--- config.mk ---
export PLATFORM = sky130hd
export DESIGN_NAME = branch_resolve_unit_flat
export DESIGN_NICKNAME = d
export VERILOG_FILES = /design/src/rtl/bp_pkg.sv /design/src/rtl/branch_resolve_unit_if.sv /design/src/rtl/bp_queue.sv /design/src/rtl/branch_resolve_unit.sv /design/src/flat_wrapper.sv
export SDC_FILE = /design/constraint.sdc
export NUM_CORES = 1
export LEC_CHECK = 0
export BUFFER_PORTS_ARGS = -buffer_cell sky130_fd_sc_hd__buf_2
export CAP_MARGIN = 30
export CORE_ASPECT_RATIO = 0.9
export CORE_MARGIN = 3
export CORE_UTILIZATION = 60
export CTS_CLUSTER_SIZE = 25
export DETAILED_ROUTE_END_ITERATION = 8
export PLACE_DENSITY_LB_ADDON = 0.15
export RECOVER_POWER = 50
export SLEW_MARGIN = 20
export SYNTH_ARGS = -nofsm -noshare
export SYNTH_HDL_FRONTEND = slang
export SYNTH_SLANG_ARGS = --single-unit
export TNS_END_PERCENT = 1
--- constraint.sdc ---
create_clock -name clk -period 8.25 [get_ports clk]
set_input_delay 0.4125 -clock clk [delete_from_list [all_inputs] [get_ports clk]]
set_output_delay 0.4125 -clock clk [all_outputs]
set_load 0.02 [all_outputs]
--- src/rtl/bp_pkg.sv ---
// Shared types and constants for the branch resolve path.
// Queue entry layout, delay-slot offset and the resolve FSM states.
package bp_pkg;

  typedef struct packed {
    logic [31:0] pc;
    logic        taken;
    logic [31:0] target;
  } bp_entry_t;

  localparam logic [31:0] DELAY_SLOT_OFF = 32'd8;

  typedef enum logic {
    RUN,
    SQUASH
  } bp_state_t;

  // A target mismatch only matters when both prediction and outcome are taken
  function automatic logic isMispredict(input bp_entry_t head,
                                        input logic        resTaken,
                                        input logic [31:0] resTarget);
    return (head.taken != resTaken) ||
           (head.taken && resTaken && (head.target != resTarget));
  endfunction

endpackage

--- src/rtl/branch_resolve_unit_if.sv ---
// Fetch/resolve-side bundle of the branch resolve unit.
// master drives predictions and resolutions; slave is the resolve unit.
interface branch_resolve_unit_if #(
  parameter int CNT_W = 16
);

  logic             push_valid;
  logic [31:0]      push_pc;
  logic             push_taken;
  logic [31:0]      push_target;
  logic             push_ready;

  logic             res_valid;
  logic             res_taken;
  logic [31:0]      res_target;
  logic             flush;

  logic             pmis;
  logic [31:0]      redirect_pc;
  logic             upd_valid;
  logic [31:0]      upd_pc;
  logic             upd_taken;
  logic             upd_pred;
  logic [CNT_W-1:0] stat_branches;
  logic [CNT_W-1:0] stat_mispredicts;
  logic             err;

  modport master (
    output push_valid, push_pc, push_taken, push_target,
    output res_valid, res_taken, res_target, flush,
    input  push_ready, pmis, redirect_pc,
    input  upd_valid, upd_pc, upd_taken, upd_pred,
    input  stat_branches, stat_mispredicts, err
  );

  modport slave (
    input  push_valid, push_pc, push_taken, push_target,
    input  res_valid, res_taken, res_target, flush,
    output push_ready, pmis, redirect_pc,
    output upd_valid, upd_pc, upd_taken, upd_pred,
    output stat_branches, stat_mispredicts, err
  );

endinterface

--- src/rtl/bp_queue.sv ---
// In-order circular buffer of in-flight predictions.
// Head is read combinationally so it can be compared in the resolve cycle.
module bp_queue
  import bp_pkg::*;
#(
  parameter int DEPTH = 4
) (
  input  logic      clk,
  input  logic      rst,
  input  logic      pushEn,
  input  bp_entry_t pushData,
  input  logic      popEn,
  input  logic      clear,
  output bp_entry_t head,
  output logic      full,
  output logic      empty
);

  localparam int PTR_W = $clog2(DEPTH);
  localparam logic [PTR_W:0] FULL_CNT = (PTR_W+1)'(DEPTH);

  bp_entry_t        mem [DEPTH];
  logic [PTR_W-1:0] rdPtr;
  logic [PTR_W-1:0] wrPtr;
  logic [PTR_W:0]   count;
  logic             doPush;
  logic             doPop;

  assign full   = (count == FULL_CNT);
  assign empty  = (count == '0);
  assign doPush = pushEn && !full && !clear;
  assign doPop  = popEn && !empty && !clear;
  assign head   = mem[rdPtr];

  // Storage carries no reset; only the pointers define what is valid
  always_ff @(posedge clk) begin
    if (doPush) begin
      mem[wrPtr] <= pushData;
    end
  end

  always_ff @(posedge clk or negedge rst) begin
    if (!rst) begin
      rdPtr <= '0;
      wrPtr <= '0;
      count <= '0;
    end else if (clear) begin
      wrPtr <= rdPtr;
      count <= '0;
    end else begin
      if (doPush) wrPtr <= wrPtr + PTR_W'(1);
      if (doPop)  rdPtr <= rdPtr + PTR_W'(1);
      case ({doPush, doPop})
        2'b10:   count <= count + (PTR_W+1)'(1);
        2'b01:   count <= count - (PTR_W+1)'(1);
        default: count <= count;
      endcase
    end
  end

endmodule

--- src/rtl/branch_resolve_unit.sv ---
// Compares queued predictions against resolved outcomes, redirects fetch on a
// mispredict, squashes wrong-path entries and emits predictor training packets.
module branch_resolve_unit
  import bp_pkg::*;
#(
  parameter int DEPTH = 4,
  parameter int CNT_W = 16
) (
  input  logic                  clk,
  input  logic                  rst,
  branch_resolve_unit_if.slave  bus
);

  bp_state_t        state;
  bp_entry_t        head;
  bp_entry_t        pushEntry;
  logic             full;
  logic             empty;
  logic             resolveOk;
  logic             mispredict;
  logic             pushOk;
  logic             clearQ;
  logic             errSet;
  logic [31:0]      redirectPc;
  logic [CNT_W-1:0] statBranches;
  logic [CNT_W-1:0] statMispredicts;
  logic             errSticky;

  // Ready depends only on registered state, never on this cycle's resolve
  assign bus.push_ready = (state == RUN) && !full;

  assign resolveOk  = bus.res_valid && !empty && (state == RUN) && !bus.flush;
  assign mispredict = resolveOk && isMispredict(head, bus.res_taken, bus.res_target);
  assign pushOk     = bus.push_valid && bus.push_ready && !bus.flush && !mispredict;
  assign clearQ     = bus.flush || mispredict;
  assign errSet     = bus.res_valid && empty && (state == RUN);
  assign redirectPc = bus.res_taken ? bus.res_target : (head.pc + DELAY_SLOT_OFF);

  assign pushEntry.pc     = bus.push_pc;
  assign pushEntry.taken  = bus.push_taken;
  assign pushEntry.target = bus.push_target;

  bp_queue #(
    .DEPTH (DEPTH)
  ) queue (
    .clk      (clk),
    .rst      (rst),
    .pushEn   (pushOk),
    .pushData (pushEntry),
    .popEn    (resolveOk),
    .clear    (clearQ),
    .head     (head),
    .full     (full),
    .empty    (empty)
  );

  always_ff @(posedge clk or negedge rst) begin
    if (!rst) begin
      state           <= RUN;
      bus.pmis        <= 1'b0;
      bus.redirect_pc <= '0;
      bus.upd_valid   <= 1'b0;
      bus.upd_pc      <= '0;
      bus.upd_taken   <= 1'b0;
      bus.upd_pred    <= 1'b0;
      statBranches    <= '0;
      statMispredicts <= '0;
      errSticky       <= 1'b0;
    end else begin
      bus.pmis      <= mispredict;
      bus.upd_valid <= resolveOk;
      if (mispredict) begin
        bus.redirect_pc <= redirectPc;
      end
      if (resolveOk) begin
        bus.upd_pc    <= head.pc;
        bus.upd_taken <= bus.res_taken;
        bus.upd_pred  <= head.taken;
      end
      if (resolveOk && (statBranches != '1)) begin
        statBranches <= statBranches + CNT_W'(1);
      end
      if (mispredict && (statMispredicts != '1)) begin
        statMispredicts <= statMispredicts + CNT_W'(1);
      end
      if (errSet) begin
        errSticky <= 1'b1;
      end
      // Flush overrides everything; the squash bubble lasts exactly one cycle
      if (bus.flush) begin
        state <= RUN;
      end else if (mispredict) begin
        state <= SQUASH;
      end else if (state == SQUASH) begin
        state <= RUN;
      end
    end
  end

  assign bus.stat_branches    = statBranches;
  assign bus.stat_mispredicts = statMispredicts;
  assign bus.err              = errSticky;

endmodule

--- src/flat_wrapper.sv ---
// flat-port wrapper written by rule: the top's interface ports become plain ports
module branch_resolve_unit_flat import bp_pkg::*;
#(
  parameter int DEPTH = 4,
  parameter int CNT_W = 16
)
  (clk, rst, bus_push_valid, bus_push_pc, bus_push_taken, bus_push_target, bus_res_valid, bus_res_taken, bus_res_target, bus_flush, bus_push_ready, bus_pmis, bus_redirect_pc, bus_upd_valid, bus_upd_pc, bus_upd_taken, bus_upd_pred, bus_stat_branches, bus_stat_mispredicts, bus_err);
  branch_resolve_unit_if #(.CNT_W(CNT_W)) bus_i ();
  input  logic clk;
  input  logic rst;
  input wire logic [$bits(bus_i.push_valid)-1:0] bus_push_valid;
  input wire logic [$bits(bus_i.push_pc)-1:0] bus_push_pc;
  input wire logic [$bits(bus_i.push_taken)-1:0] bus_push_taken;
  input wire logic [$bits(bus_i.push_target)-1:0] bus_push_target;
  input wire logic [$bits(bus_i.res_valid)-1:0] bus_res_valid;
  input wire logic [$bits(bus_i.res_taken)-1:0] bus_res_taken;
  input wire logic [$bits(bus_i.res_target)-1:0] bus_res_target;
  input wire logic [$bits(bus_i.flush)-1:0] bus_flush;
  output wire logic [$bits(bus_i.push_ready)-1:0] bus_push_ready;
  output wire logic [$bits(bus_i.pmis)-1:0] bus_pmis;
  output wire logic [$bits(bus_i.redirect_pc)-1:0] bus_redirect_pc;
  output wire logic [$bits(bus_i.upd_valid)-1:0] bus_upd_valid;
  output wire logic [$bits(bus_i.upd_pc)-1:0] bus_upd_pc;
  output wire logic [$bits(bus_i.upd_taken)-1:0] bus_upd_taken;
  output wire logic [$bits(bus_i.upd_pred)-1:0] bus_upd_pred;
  output wire logic [$bits(bus_i.stat_branches)-1:0] bus_stat_branches;
  output wire logic [$bits(bus_i.stat_mispredicts)-1:0] bus_stat_mispredicts;
  output wire logic [$bits(bus_i.err)-1:0] bus_err;
  assign bus_i.push_valid = bus_push_valid;
  assign bus_i.push_pc = bus_push_pc;
  assign bus_i.push_taken = bus_push_taken;
  assign bus_i.push_target = bus_push_target;
  assign bus_i.res_valid = bus_res_valid;
  assign bus_i.res_taken = bus_res_taken;
  assign bus_i.res_target = bus_res_target;
  assign bus_i.flush = bus_flush;
  assign bus_push_ready = bus_i.push_ready;
  assign bus_pmis = bus_i.pmis;
  assign bus_redirect_pc = bus_i.redirect_pc;
  assign bus_upd_valid = bus_i.upd_valid;
  assign bus_upd_pc = bus_i.upd_pc;
  assign bus_upd_taken = bus_i.upd_taken;
  assign bus_upd_pred = bus_i.upd_pred;
  assign bus_stat_branches = bus_i.stat_branches;
  assign bus_stat_mispredicts = bus_i.stat_mispredicts;
  assign bus_err = bus_i.err;
  branch_resolve_unit #(.DEPTH(DEPTH), .CNT_W(CNT_W)) u_core (.clk(clk), .rst(rst), .bus(bus_i));
endmodule
==> results by stage, run 1 <==
Route:
- The vias per cell is 5.836.
- The sum of routed wire length over all layers is 34550 µm.
- Detailed routing inserted a total of 8690 vias.
- The first routing iteration left 767 violations.
- After detailed routing, the number of remaining DRC violations is 0.
- The number of optimization iterations in the first detailed-route pass is 5.
- The per-cell routed wire length is 23.20 µm.
- The final antenna-violating net count is 0.

Clock tree:
- The clock net in this run drives a total of 369 sinks.
- Once the clock tree was built, the resizer swapped 0 gates to a different size.
- The maximum number of buffers from clock root to sink is 3.
- The clock tree from TritonCTS is done.
- The library cell used as clock root buffer is sky130_fd_sc_hd__clkbuf_16.
- CTS built an H-tree with a depth of 2.
- Clock-pin slew was measured on the worst setup and hold paths at 0.06 ns.
- The number of CTS-inserted buffers is 38.
- At the later pin of the worst-skew pair, clock insertion delay measures 0.52 ns.
- After clock tree synthesis, the setup repair step added 0 buffers.
- The post-cts hold buffer count is 1.

Synthesis:
- The synthesized design spends more area on one cell type than any other, namely sky130_fd_sc_hd__edfxtp_1.
- The cell area after synthesis is 15060 µm².
- Synthesis produced 900 cells.
- The synthesized netlist net count is 1013.
- In the synthesized netlist the async set-or-reset flop fraction comes to 29.54%.
- The post-synthesis area per instance is 16.74 µm².
- Sequential elements use 69.93% of the synthesized area.
- Summing the areas of all and, or, nand and nor instances in the mapped netlist gives 6.412% of the synthesized area.
- After synthesis, the share of cell area in mux cells is 13.41%.
- The synthesized design contains 369 register bits.
- The number of enable-type register cells in the synthesized netlist is 260.
- The synthesized netlist devotes 5.000% of its cell area to XOR and XNOR gates.
- Of the post-synthesis cell area, the dominant cell type holds 51.83%.
- The adder and majority gate portion of the synthesized area is 0.8804%.
- The compound-gate portion of the synthesized area is 2.425%.
- The combinational family with the most area after synthesis is multiplexers.
- Yosys printed 0 warnings.
- The most instantiated flip-flop cell in the synthesis netlist is sky130_fd_sc_hd__edfxtp_1.
- The number of library cell types mapped by synthesis is 47.
- Sorting the synthesized cells by area gives the leading types as sky130_fd_sc_hd__edfxtp_1, sky130_fd_sc_hd__dfrtp_1, sky130_fd_sc_hd__mux4_2.

Floorplanning:
- The number of rows created at floorplan is 54.
- The x dimension of the die is 173.0 µm.
- In this run the vertical extent of the chip is 156.3 µm.
- For this design the top-level I/O count stands at 205.
- The full die area is 27050 µm².
- Once the floorplan was initialized, standard cells occupied 61.59% of the core.
- The core region is 24460 µm².

Timing:
- The final clock skew is 0.01740 ns.
- The relative max-transition margin is -84.29%.
- The number of hold violations in the final report is 0.
- The max-slew violation total from the final report is 114.
- The total of endpoints with negative setup slack in the final report is 0.
- Dividing the final minimum period by the clock period gives 68.28%.
- For the final routed database, the setup TNS stands at 0 ns.
- The transition time at the pin with the least slew margin is 2.764 ns.
- The worst-case hold slack is 0.1400 ns.
- Setup repair after global routing left no endpoint under its margin.
- The peak clock frequency supported by timing is 177.5 MHz.
- The final critical delay including setup and external delays is 5.633 ns.

Final layout:
- 0 antenna diodes ended up in the layout.
- The net count of the finished layout is 1237.
- Fill cells in the final layout number 1672.
- The area of the multi-input gates is 4249 µm².
- Compared with the post-synthesis result, the final layout area differs by 16.68%.
- The register cell area after layout is 10540 µm².
- Cells with a size suffix above 1 make up 18.91% of the layout.

Setup path:
- The cell depth of the worst flop-to-flop path is 11.
- Data arrives at the worst endpoint at 5.66 ns.
- The startpoint kind of the worst setup timing path is a primary input.
- The worst setup path is captured at an async pin.
- The peak fanout along the critical path is 51.
- The critical path is of the primary input to async pin type.
- At the worst endpoint, the required time is 8.27 ns.

Power and ir drop:
- The static leakage is 6.318 nW.
- The power density relative to cell area is 331.7 nW/µm².
- The worst-case IR drop observed on VDD is 0.2551 mV.

GRT:
- The remaining global-route overflow is 0.
- The initial antenna violation count is 1.
- The via count of the first global-routing pass is 8769.
- The first global-routing pass estimated 53070 µm of wire.
- Entering global routing, the biggest net connects 73 pins.
- In the global route stage, overall resource usage came out at 25.82%.

Placement:
- The number of buffer cells added on primary ports is 204.
- Detailed placement ended at an HPWL of 23540 µm.
- The congestion estimate from routability-driven global placement came to 0.8248.

Run status:
- The final reports fail on capacitance limit, slew limit.
- The flow ran to the end, but the final reports show violations.

Job:
- The number of max-cap violations is 3.

Min path:
- The type of the worst min-delay path is primary input to flop.
- The worst hold path passes through 2 cells.
cell families after synthesis:
| logic type | Yosys count |
|---|---|
| XOR/XNOR | 86 |
| AND/OR/NAND/NOR | 195 |
| flip-flops | 369 |
| adder cells (fa/ha/maj) | 10 |
| buffers and inverters | 55 |
| AO/OA/AOI/OAI | 69 |
| multiplexers | 116 |
layout make-up:
cell class / count / area share (%)
timing repair buffer: 221 / 5.645
sequential: 369 / 59.97
inverter: 18 / 0.3844
clock inverter: 17 / 1.196
tap: 336 / 2.392
clock buffer: 52 / 6.243
multi-input combinational: 476 / 24.17
critical path, cell delays in order:
cell and delay (ns):
sky130_fd_sc_hd__dlygate4sd3_1 0.52, sky130_fd_sc_hd__clkbuf_1 1.22, sky130_fd_sc_hd__clkbuf_1 1.41, sky130_fd_sc_hd__clkbuf_1 2.04
sequential cells by signal, summed over array words and instances, names as in the netlist:
name	count
u_core.queue.count	3
u_core.bus.upd_pred	1
u_core.bus.upd_valid	1
u_core.bus.stat_mispredicts	16
u_core.queue.rdPtr	2
u_core.queue.wrPtr	2
u_core.bus.upd_taken	1
u_core.state	1
u_core.bus.err	1
u_core.bus.stat_branches	16
u_core.bus.pmis	1
u_core.bus.upd_pc	32
u_core.queue.mem	260
u_core.bus.redirect_pc	32
cell usage in the layout (no fill, tap or decap), types with 5 or more instances in the layout:
cell type | Yosys | final
sky130_fd_sc_hd__xnor2_1 | 62 | 62
sky130_fd_sc_hd__nor4_1 | 11 | 11
sky130_fd_sc_hd__a21oi_1 | 19 | 19
sky130_fd_sc_hd__and3_1 | 10 | 6
sky130_fd_sc_hd__mux2_1 | 11 | 11
sky130_fd_sc_hd__inv_1 | 16 | 16
sky130_fd_sc_hd__mux4_2 | 65 | 65
sky130_fd_sc_hd__buf_4 | 7 | 10
sky130_fd_sc_hd__bufinv_16 | 0 | 5
sky130_fd_sc_hd__clkbuf_16 | 0 | 41
sky130_fd_sc_hd__or3_1 | 6 | 6
sky130_fd_sc_hd__mux2i_1 | 15 | 15
sky130_fd_sc_hd__mux2_2 | 25 | 25
sky130_fd_sc_hd__nor2_1 | 26 | 26
sky130_fd_sc_hd__nand2_1 | 71 | 71
sky130_fd_sc_hd__nand3_1 | 21 | 21
sky130_fd_sc_hd__nand4_1 | 17 | 17
sky130_fd_sc_hd__ha_1 | 9 | 9
sky130_fd_sc_hd__buf_2 | 9 | 43
sky130_fd_sc_hd__edfxtp_1 | 260 | 260
sky130_fd_sc_hd__o21ai_1 | 30 | 30
sky130_fd_sc_hd__clkbuf_1 | 13 | 171
sky130_fd_sc_hd__dfrtp_1 | 109 | 107
sky130_fd_sc_hd__xor2_1 | 24 | 24
sky130_fd_sc_hd__clkinv_1 | 0 | 6
sky130_fd_sc_hd__o21ai_0 | 14 | 14
sky130_fd_sc_hd__nor3_1 | 17 | 17
cell usage after synthesis, types with 2 or more instances:
cell type / instances
sky130_fd_sc_hd__edfxtp_1: 260
sky130_fd_sc_hd__dfrtp_1: 109
sky130_fd_sc_hd__nand2_1: 71
sky130_fd_sc_hd__mux4_2: 65
sky130_fd_sc_hd__xnor2_1: 62
sky130_fd_sc_hd__o21ai_1: 30
sky130_fd_sc_hd__nor2_1: 26
sky130_fd_sc_hd__mux2_2: 25
sky130_fd_sc_hd__xor2_1: 24
sky130_fd_sc_hd__nand3_1: 21
sky130_fd_sc_hd__a21oi_1: 19
sky130_fd_sc_hd__nand4_1: 17
sky130_fd_sc_hd__nor3_1: 17
sky130_fd_sc_hd__inv_1: 16
sky130_fd_sc_hd__mux2i_1: 15
sky130_fd_sc_hd__o21ai_0: 14
sky130_fd_sc_hd__clkbuf_1: 13
sky130_fd_sc_hd__mux2_1: 11
sky130_fd_sc_hd__nor4_1: 11
sky130_fd_sc_hd__and3_1: 10
sky130_fd_sc_hd__buf_2: 9
sky130_fd_sc_hd__ha_1: 9
sky130_fd_sc_hd__buf_4: 7
sky130_fd_sc_hd__or3_1: 6
sky130_fd_sc_hd__buf_6: 5
sky130_fd_sc_hd__and2_1: 4
sky130_fd_sc_hd__buf_1: 2
sky130_fd_sc_hd__inv_2: 2
sky130_fd_sc_hd__or4_1: 2
stage by stage:
step	worst slack (ns)	total power [mW]	utilization, %	instance area [µm²]	instances
2_1_floorplan	3.669	3.609	-	15060	900
3_3_place_gp	3.375	4.089	66.98	16380	1414
3_5_place_dp	3.183	4.134	67.18	16430	1416
4_1_cts	3.143	5.909	72.57	17750	1486
5_1_grt	1.626	6.086	71.86	17580	1489
6_report	2.617	5.830	71.86	17580	1489
metal layers:
metal	up-vias	track usage, %	routed length [µm]
met5	-	0	10
met4	2	7.796	1044
met3	77	4.100	2174
met2	344	42.58	16660
met1	4389	36.49	14660
li1	3878	-	-
worst paths after layout:
kind | start | endpoint | slack, ns
min | bus_res_valid | u_core.bus.err | 0.14
min in group asynchronous | rst | u_core.bus.stat_branches[7] | 0.86
max reg2reg | u_core.queue.rdPtr[1] | u_core.queue.mem[1][14] | 3.49
max | rst | u_core.bus.redirect_pc[13] | 2.62
min reg2reg | u_core.bus.err | u_core.bus.err | 0.47
max in group clk | u_core.queue.rdPtr[1] | u_core.queue.mem[1][14] | 3.49
power breakdown:
part	switching [mW]	internal, mW	leakage (nW)	total, mW
Combinational	0.928	0.619	1.94	1.55
Clock	0.686	1.09	0.637	1.77
Sequential	0.209	2.30	3.74	2.51
(Power assumes the default switching activity.)
==> inputs of run 2 (changes only) <==
--- a/config.mk
+++ b/config.mk
@@ -5,11 +5,12 @@
 export SDC_FILE = /design/constraint.sdc
 export NUM_CORES = 1
 export LEC_CHECK = 0
+export ABC_AREA = 1
 export BUFFER_PORTS_ARGS = -buffer_cell sky130_fd_sc_hd__buf_2
 export CAP_MARGIN = 30
 export CORE_ASPECT_RATIO = 0.9
 export CORE_MARGIN = 3
-export CORE_UTILIZATION = 60
+export CORE_UTILIZATION = 58
 export CTS_CLUSTER_SIZE = 25
 export DETAILED_ROUTE_END_ITERATION = 8
 export PLACE_DENSITY_LB_ADDON = 0.15
==> constraint.sdc (replaced) <==
create_clock -name clk -period 5.46 [get_ports clk]
set_input_delay 0.273 -clock clk [delete_from_list [all_inputs] [get_ports clk]]
set_output_delay 0.273 -clock clk [all_outputs]
set_load 0.02 [all_outputs]
==> results by stage, run 2 <==
Job:
- The number of max-cap violations came to 2 (-1).

Final layout:
- The number of nets in the finished design is 1991 (+61%).
- Relative to the synthesized area, the layout overhead comes to 18.74%.
- The largest registers in the layout are u_core.queue.mem (260), u_core.bus.redirect_pc (32), u_core.bus.upd_pc (32).
- The flip-flop count of the largest register after layout is 260 (unchanged).
- The most common cell after layout, fill and taps aside is sky130_fd_sc_hd__nand2_1.
- The total non-filler cell area in the finished layout is 19500 µm² (+11%).
- The library cells used most frequently in the layout, excluding fill and tap cells, are sky130_fd_sc_hd__nand2_1, sky130_fd_sc_hd__edfxtp_1, sky130_fd_sc_hd__clkbuf_1.
- The proportion of layout cells with a drive suffix above 1 is 8.390% (-11 points).
- The number of fillers in the final layout came to 2026 (+21%).
- The end-of-flow core utilization came to 71.02% (-0.84 points).
- The register with the most flip-flops in the final layout is u_core.queue.mem.

Floorplanning:
- The number of rows created at floorplan is 57 (+5.6%).
- The full die area is 30370 µm² (+12%).
- The placeable core region came to 27460 µm² (+12%).
- The x dimension of the die is 183.4 µm (+6.0%).
- The initial core utilization is 59.81% (-1.8 points).
- The top-level I/O count is 205 (unchanged).
- The vertical die dimension is 165.6 µm (+6.0%).

Min path:
- The path class of the tightest hold or removal check is primary input to flop.

Clock tree:
- The number of gates given a new drive strength after cts is 0 (unchanged).
- The clock latency on the worst-skew pair came to 0.53 ns (about the same).
- The clock-pin transition on the worst setup and hold timing paths was 0.06 ns (about the same).
- The library cell used as clock root buffer is sky130_fd_sc_hd__clkbuf_16.
- The maximum number of buffers from clock root to sink is 3 (unchanged).
- TritonCTS built the clock tree.
- The number of CTS-inserted buffers is 39 (+2.6%).
- The number of H-tree branching levels is 2 (unchanged).
- The post-CTS setup buffer count is 0 (unchanged).
- The post-cts hold buffer count is 68 (+67).
- The count of clock tree sinks is 369 (unchanged).

Timing:
- The transition time at the pin with the least slew margin is 3.068 ns (+0.3037 ns).
- Based on the critical path, the design can be clocked at up to 224.1 MHz.
- Setup repair after global routing left no endpoint under its margin.
- The total of endpoints with negative setup slack in the final report is 0 (unchanged).
- The final setup TNS is 0 ns (unchanged).
- The final clock skew came to 0.01824 ns (+0.0008366 ns).
- The worst path in the final design needs a cycle of 4.463 ns, including I/O delays and setup.
- The relative max-transition margin was -104.5% (-20 points).
- The worst-case hold slack is 0.06068 ns (-0.07931 ns).
- The number of hold violations in the final report was 0 (unchanged).
- The max-slew violation total from the final report is 112 (-1.8%).
- The post-route clock period utilization is 81.73%.

Power and ir drop:
- The worst voltage drop across the vdd grid was 0.3975 mV (+56%).
- The power density relative to cell area was 504.3 nW/µm² (+52%).
- The static leakage came to 8.052 nW (+27%).

Synthesis:
- The count of warnings emitted by yosys is 0 (unchanged).
- The cell count after synthesis was 1616 (+80%).
- Yosys attributes the largest share of cell area to sky130_fd_sc_hd__edfxtp_1, sky130_fd_sc_hd__dfrtp_1, sky130_fd_sc_hd__nand2_1.
- The top cell type's share of synthesized area was 47.54% (-4.3 points).
- The post-synthesis async set-or-reset flop share is 29.54% (unchanged).
- The most common cell in the synthesized netlist is sky130_fd_sc_hd__nand2_1.
- The most instantiated flip-flop cell in the synthesis netlist is sky130_fd_sc_hd__edfxtp_1.
- The number of library cell types mapped by synthesis is 40 (-15%).
- Ranked by instance count, the synthesized netlist is headed by sky130_fd_sc_hd__nand2_1, sky130_fd_sc_hd__edfxtp_1, sky130_fd_sc_hd__nand3_1.
- The synthesized netlist net count was 1729 (+71%).
- The post-synthesis sequential element count is 369 (unchanged).
- The library cell with the largest summed area after synthesis is sky130_fd_sc_hd__edfxtp_1.
- The sequential fraction of the synthesis area is 64.15% (-5.8 points).
- The number of enable-type register cells in the synthesized netlist is 260 (unchanged).
- The post-synthesis area per instance is 10.16 µm² (-39%).
- The cell area after synthesis is 16420 µm² (+9.0%).

Setup path:
- For this design, the slowest cell found on the critical path is sky130_fd_sc_hd__dfrtp_4.
- The data required time of the worst path is 5.91 ns (-2.36 ns).
- The type of element capturing the critical path is a flop.
- The critical setup path kind is flop to flop.
- The critical path's most frequent cell is sky130_fd_sc_hd__nand2_1.
- The largest stage delay on the critical path is 0.88 ns (-1.16 ns).
- The peak fanout along the critical path is 62 (+22%).
- The arrival time of data at the critical path endpoint came to 4.91 ns (-0.75 ns).
- Walking the worst path, the cells encountered are buf_4 -> nand2_1 -> nand3_1 -> nand3_1 -> nand2_1 -> nand2_1 -> nor2_1 -> nand2_1 -> nor2_1 -> nand2_1 -> nand2_2 -> nand2_1 -> nand2_2 -> nand2_1 -> ha_1 -> fa_1 -> a21oi_1 -> o21ai_0 -> xor2_1 -> nor2_1.
- The startpoint kind of the worst setup timing path is a flop.

Route:
- The total number of vias is 12701 (+46%).
- The per-cell routed wire length is 18.80 µm (-19%).
- The number of remaining DRC errors is 0 (unchanged).
- The final antenna-violating net count is 0 (unchanged).
- The violation count after the first detailed-routing iteration is 1270 (+66%).
- The vias per cell is 5.615 (-3.8%).
- The number of optimization iterations in the first detailed-route pass is 5 (unchanged).
- The sum of routed wire length over all layers was 42530 µm (+23%).

Run status:
- The checks that failed: capacitance limit, slew limit.
- The flow ran to the end, but the final reports show violations.

GRT:
- The via count of the first global-routing pass is 12161 (+39%).
- The pin count of the biggest net entering global routing is 93 (+27%).
- The remaining global-route overflow came to 0 (unchanged).
- The first-pass GRT wire length is 66340 µm (+25%).
- The initial antenna violation count is 0 (-1).
- The overall fraction of global-route tracks in use came to 27.70% (+1.9 points).

Placement:
- The standard cell area after detailed placement came to 17670 µm² (+7.5%).
- The post-detailed-placement half-perimeter wirelength is 26920 µm (+14%).
- The number of buffer cells added on primary ports is 204 (unchanged).
- The placer's final routability congestion estimate is 0.8902 (+7.9%).
==> run 2: changes by cell type after synthesis, moves of 51 or more <==
cell / previous run / this run
sky130_fd_sc_hd__nand2_1: 71 / 540
sky130_fd_sc_hd__inv_1: 16 / 104
sky130_fd_sc_hd__nor2_1: 26 / 95
sky130_fd_sc_hd__xnor2_1: 62 / 11
sky130_fd_sc_hd__mux4_2: 65 / 0
sky130_fd_sc_hd__nand3_1: 21 / 164
==> run 2: metal layers <==
layer | vias to the layer above | global-route usage (%) | part of all wire [%]
met4 | 0 | 8.907 | 2.5
met1 | 6030 | 39.48 | 42
met3 | 85 | 3.860 | 7.6
li1 | 5961 | - | -
met2 | 625 | 44.66 | 47
met5 | - | 0 | 0
==> run 2: final timing paths <==
| check | from | end | slack (ns) | cells past startpoint |
|---|---|---|---|---|
| max reg2reg | u_core.queue.rdPtr[0] | u_core.queue.count[2] | 1.0 | 20 |
| min in group asynchronous | rst | u_core.bus.stat_branches[10] | 1.29 | 2 |
| max in group asynchronous | rst | u_core.queue.rdPtr[0] | 1.24 | 3 |
| min | bus_res_target[12] | u_core.bus.redirect_pc[12] | 0.06 | 3 |
| min reg2reg | u_core.bus.err | u_core.bus.err | 0.48 | 1 |
| max | u_core.queue.rdPtr[0] | u_core.queue.count[2] | 1.0 | 20 |
==> run 2: cells by family (layout without fill, tap and decap cells) <==
logic type	Yosys count	after routing	share of synthesized area, %
compound gates	143	143	5.082
flops	369	369	64.15
simple gates	867	867	22.34
other cells	0	1	0
buf+inv	182	473	5.226
fa+ha+maj	10	10	0.8076
xor+xnor	45	45	2.400
==> run 2: cell type report <==
type	instances	area (µm²)	area share, %
tap	354	442.9	2.271
sequential	369	10540	54.05
multi-input combinational	1065	5061	25.95
timing repair buffer	287	1657	8.495
clock buffer	56	1172	6.012
inverter	116	440.4	2.258
clock inverter	14	185.2	0.9496
antenna	1	2.502	0.01283
==> run 2: report_power, final <==
part | switching (mW) | internal (mW)
combinational | 2.39 | 0.902
clock | 1.06 | 1.69
sequential | 0.327 | 3.47
==> run 2: stage by stage <==
step / cells / total power [mW] / setup slack, ns
final: 2262 / 9.834 / 0.9975
after global routing: 2261 / 10.38 / 0.4793
after CTS: 2260 / 9.913 / 1.062
after detailed placement: 2122 / 7.117 / 1.092
after global placement: 2121 / 7.028 / 1.144
after floorplan: 1616 / 6.094 / 0.04385
==> run 2: worst max-delay path: cells and delay by family, from the launching register on <==
| kind | cells | cell delay [ns] |
|---|---|---|
| AO/OA/AOI/OAI | 2 | 0.25 |
| AND/OR/NAND/NOR | 14 | 1.65 |
| adder cells (fa/ha/maj) | 2 | 0.71 |
| buffers and inverters | 1 | 0.66 |
| XOR/XNOR | 1 | 0.15 |
| flip-flops | 1 | 0.88 |
